===== config.mk =====
export PLATFORM = sky130hd
export DESIGN_NAME = priority_encoder
export DESIGN_NICKNAME = d
export VERILOG_FILES = /design/src/rtl/priority_encoder_pkg.sv /design/src/rtl/priority_encoder_core.sv /design/src/rtl/priority_encoder.sv
export SDC_FILE = /design/constraint.sdc
export NUM_CORES = 1
export LEC_CHECK = 0
export ABC_AREA = 0
export BUFFER_PORTS_ARGS = -buffer_cell sky130_fd_sc_hd__buf_2
export CAP_MARGIN = 40
export CELL_PAD_IN_SITES_DETAIL_PLACEMENT = 1
export CELL_PAD_IN_SITES_GLOBAL_PLACEMENT = 2
export CORE_AREA = 2 2 39 41
export CTS_BUF_LIST = sky130_fd_sc_hd__clkbuf_4
export DETAILED_ROUTE_END_ITERATION = 10
export DIE_AREA = 0 0 41 43
export PLACE_DENSITY = 0.69
export SLEW_MARGIN = 20
export SYNTH_ARGS = -nofsm -noshare
export SYNTH_HDL_FRONTEND = slang
export SYNTH_HIERARCHICAL = 1
export SYNTH_SLANG_ARGS = --single-unit

===== constraint.sdc =====
create_clock -name clk -period 0.8 [get_ports clk]
set_input_delay 0.08 -clock clk [delete_from_list [all_inputs] [get_ports clk]]
set_output_delay 0.08 -clock clk [all_outputs]
set_load 0.005 [all_outputs]

===== src/rtl/priority_encoder_pkg.sv =====
// ----------------------------------------------------------------------------
// priority_encoder_pkg
//   Shared constants and types for the 8-to-3 registered priority encoder.
//   IN_WIDTH   : number of request lines
//   CODE_WIDTH : width of the encoded winning index
//   code_t     : encoded index type
// ----------------------------------------------------------------------------
package priority_encoder_pkg;

   localparam int IN_WIDTH   = 8;
   localparam int CODE_WIDTH = 3;

   typedef logic [CODE_WIDTH-1:0] code_t;
   typedef logic [IN_WIDTH-1:0]   req_t;

   // Result of one encode: winning index plus "any request present" flag.
   typedef struct packed {
      code_t code;
      logic  valid;
   } enc_result_t;

   localparam enc_result_t ENC_IDLE = '{code: '0, valid: 1'b0};

endpackage


===== src/rtl/priority_encoder_core.sv =====
// ----------------------------------------------------------------------------
// priority_encoder_core
//   Purely combinational priority encode: the highest set request bit wins.
//   Ports:
//     req_vec  in  [7:0]  request lines, bit 7 = highest priority
//     code     out [2:0]  index of the highest set request bit
//     valid    out        at least one request bit set
// ----------------------------------------------------------------------------
module priority_encoder_core
   import priority_encoder_pkg::*;
(
   input  logic [IN_WIDTH-1:0]   req_vec,
   output logic [CODE_WIDTH-1:0] code,
   output logic                  valid
);

   // Scan from the top down and stop at the first set bit. Lines below the
   // winner are never examined, so unknown values there cannot leak into
   // the code or the valid flag.
   always_comb begin
      code  = '0;
      valid = 1'b0;
      if (req_vec[7]) begin
         code  = 3'd7;
         valid = 1'b1;
      end else if (req_vec[6]) begin
         code  = 3'd6;
         valid = 1'b1;
      end else if (req_vec[5]) begin
         code  = 3'd5;
         valid = 1'b1;
      end else if (req_vec[4]) begin
         code  = 3'd4;
         valid = 1'b1;
      end else if (req_vec[3]) begin
         code  = 3'd3;
         valid = 1'b1;
      end else if (req_vec[2]) begin
         code  = 3'd2;
         valid = 1'b1;
      end else if (req_vec[1]) begin
         code  = 3'd1;
         valid = 1'b1;
      end else if (req_vec[0]) begin
         code  = 3'd0;
         valid = 1'b1;
      end
   end

endmodule


===== src/rtl/priority_encoder.sv =====
// ----------------------------------------------------------------------------
// priority_encoder
//   8-to-3 priority encoder with one registered output stage (1-cycle latency,
//   one result per clock, no handshake).
//   Ports:
//     clk        in   sole clock, rising edge
//     rst        in   synchronous active-high reset, clears code and valid
//     d0..d7     in   request lines, d7 highest priority
//     a, b, c    out  registered winning index, a = MSB, c = LSB
//     valid      out  registered "at least one request" flag
// ----------------------------------------------------------------------------
module priority_encoder
   import priority_encoder_pkg::*;
(
   input  logic clk,
   input  logic rst,
   input  logic d0,
   input  logic d1,
   input  logic d2,
   input  logic d3,
   input  logic d4,
   input  logic d5,
   input  logic d6,
   input  logic d7,
   output logic a,
   output logic b,
   output logic c,
   output logic valid
);

   req_t        req_vec;
   code_t       core_code;
   logic        core_valid;
   enc_result_t res_d;
   enc_result_t res_q;

   assign req_vec = {d7, d6, d5, d4, d3, d2, d1, d0};

   priority_encoder_core u_core (
      .req_vec (req_vec),
      .code    (core_code),
      .valid   (core_valid)
   );

   always_comb begin
      res_d       = ENC_IDLE;
      res_d.code  = core_code;
      res_d.valid = core_valid;
   end

   // Reset wins over sampling on the same edge.
   always_ff @(posedge clk) begin
      if (rst) begin
         res_q <= ENC_IDLE;
      end else begin
         res_q <= res_d;
      end
   end

   assign a     = res_q.code[2];
   assign b     = res_q.code[1];
   assign c     = res_q.code[0];
   assign valid = res_q.valid;

endmodule


==> flow_summary.ini <==
[run_status]
status = finished clean

[job]
maxCapViolCount = 0

[clocking]
cts_hold_repair.buffers = 0
post_cts_buffers = 0
post_cts_resized = 0
htreeDepth = 1
clkTransAtPathRegs_ps = 40
numCtsBuffers = 3
tritoncts = built
clock_path_buffers = 2
cts_num_sinks = 4
cts_root_buffer = clkbuf_4

[synth]
syn_nets = 30
synth-simple-area-share_pct = 30.77
synth-adder-area-share_pct = 0
netlist_area_um2 = 162.7
yosysTopAreaCell = dfxtp_1
yosysUniqueCellTypes = 9
ys_warn_count = 6
synth-seq-cells = 4
synth-async-reset-ratio_pct = 0
synth_top_area_share_pct = 49.23
synth_edf_count = 0
synth_area_leaders = dfxtp_1 (49%), nor2b_1 (15%), nor2_1 (9.2%)
syn_inst = 20
yosysSeqAreaShare_pct = 49.23
synthTopCellsByCount = dfxtp_1 (4), nor2_1 (4), nor2b_1 (4)
synth_mux_area_share_pct = 0
synth_xor_area_share_pct = 0
ys.flop_type = dfxtp_1
synth-compound-area-share_pct = 15.38
synth_top_family_by_area = simple AND/OR/NAND/NOR gates
synth.avg_cell_area_um2 = 8.133

[place]
place_area_um2 = 247.7
dp_slack_ps = 64.65
place_congestion = 0.5882
io_buffers = 13
dpl.hpwl_um = 333.4

[pwr]
vdd_ir_drop_max_uv = 237.4
leakage_nw = 0.1303
p_per_area_nw_per_um2 = 1962

[final_layout]
num_antenna_cells = 0
finalNetCount = 48
fin_util_pct = 19.53
syn_to_final_growth_pct = 66.15
layout-drive-gt1-share_pct = 44.44
fin_area_um2 = 270.3

[routing]
antenna_left = 0
drc_errors = 0
avgViaCountPerCell = 3.635
drt-pass1-iter-count = 2
vias = 189
wire_per_inst_um = 7.596
routed_wl_um = 395
drt_iter0_drc = 1

[worst_setup_path]
end_kind = output pin
crit_arrival_ps = 630
slowest_delay_ps = 280
worst-path-max-fanout = 1
required_ps = 720
worstSetupPathType = reg -> out
crit_path_start_kind = register
cp.buffers_inverters = 1
crit_chain = buf_2
cp_num_cells = 1
slowest_stage = dfxtp_1
crit_family = flip-flops

[global_routing]
grt-ovfl-total = 0
use_met3_pct = 1.571
antenna_found_initial = 0
grt_pass1_vias = 159
grt_pass1_wl_um = 607
grt_util_met1_pct = 7.051
busiest_layer = met4
grt_max_degree = 5
met2_usage_pct = 5.938
grtUsageTotal_pct = 5.918

[die]
die_y_um = 43
core_area_um2 = 1384
start_util_pct = 11.75
die_area_um2 = 1763
rows = 14
die_w_um = 41
top_level_ports = 14

[sta]
maxSlewViolCount = 0
worst_pin_slew_ps = 208.6
setup_violations = 0
fin_crit_ps = 709.5
finalSetupTns_ps = 0
fin_ws_ps = 90.47
relSlewSlack_pct = 85.97
rsz0062_at_grt = false
fin_crit_sh_pct = 88.69
fmax_ghz = 1.409
fin_hold_ws_ps = 58.71
hold_viol = 0

[hold_path]
whs_path_depth = 2
hold_class = in -> reg
## layout by cell type (no fill, tap or decap), drive strengths merged
cell,instances
o31ai,2
dfxtp,4
nand2,1
inv,1
clkinv,1
a21oi,2
buf,13
nor2b,4
nand4,1
clkbuf,3
nor2,4
## flip-flops by register name, summed over array words and instances (netlist names)
signal	cells
a	1
b	1
c	1
valid	1
## final timing paths
check,from,endpoint,slack [ps]
max,b,b,90
min,rst,c,60
## final cells by class
class,instances,area [um^2]
Fill cell,182,1114
Sequential cell,4,80.08
Multi-Input combinational cell,14,75.07
Timing Repair Buffer,13,65.06
Clock buffer,3,22.52
Tap cell,16,20.02
Inverter,2,7.507
## per-layer routing
metal | part of all wire (%) | wire (um) | up-vias
met3 | 15 | 59 | 0
met5 | 0 | 0 | -
met4 | 0 | 0 | 0
li1 | - | - | 99
met1 | 43 | 171 | 77
met2 | 42 | 165 | 13
## through the flow
stage                     power, mW  instances
after floorplan              0.2442         20
after global placement       0.2888         49
after detailed placement     0.2897         49
after CTS                    0.5456         52
after global routing         0.5728         52
final                        0.5301         52
## report_power, final
part	internal (mW)	switching, mW	leakage [nW]
logic	0.0366	0.0331	0.0828
clock network	0.167	0.0771	0.0138
registers	0.214	0.00219	0.0337
## kinds of logic (layout without fill, tap and decap cells)
logic type	after synthesis	after routing
buffers and inverters	2	18
flip-flops	4	4
AO/OA/AOI/OAI	4	4
AND/OR/NAND/NOR	10	10
Note: power is estimated with default switching activity, not from simulation.
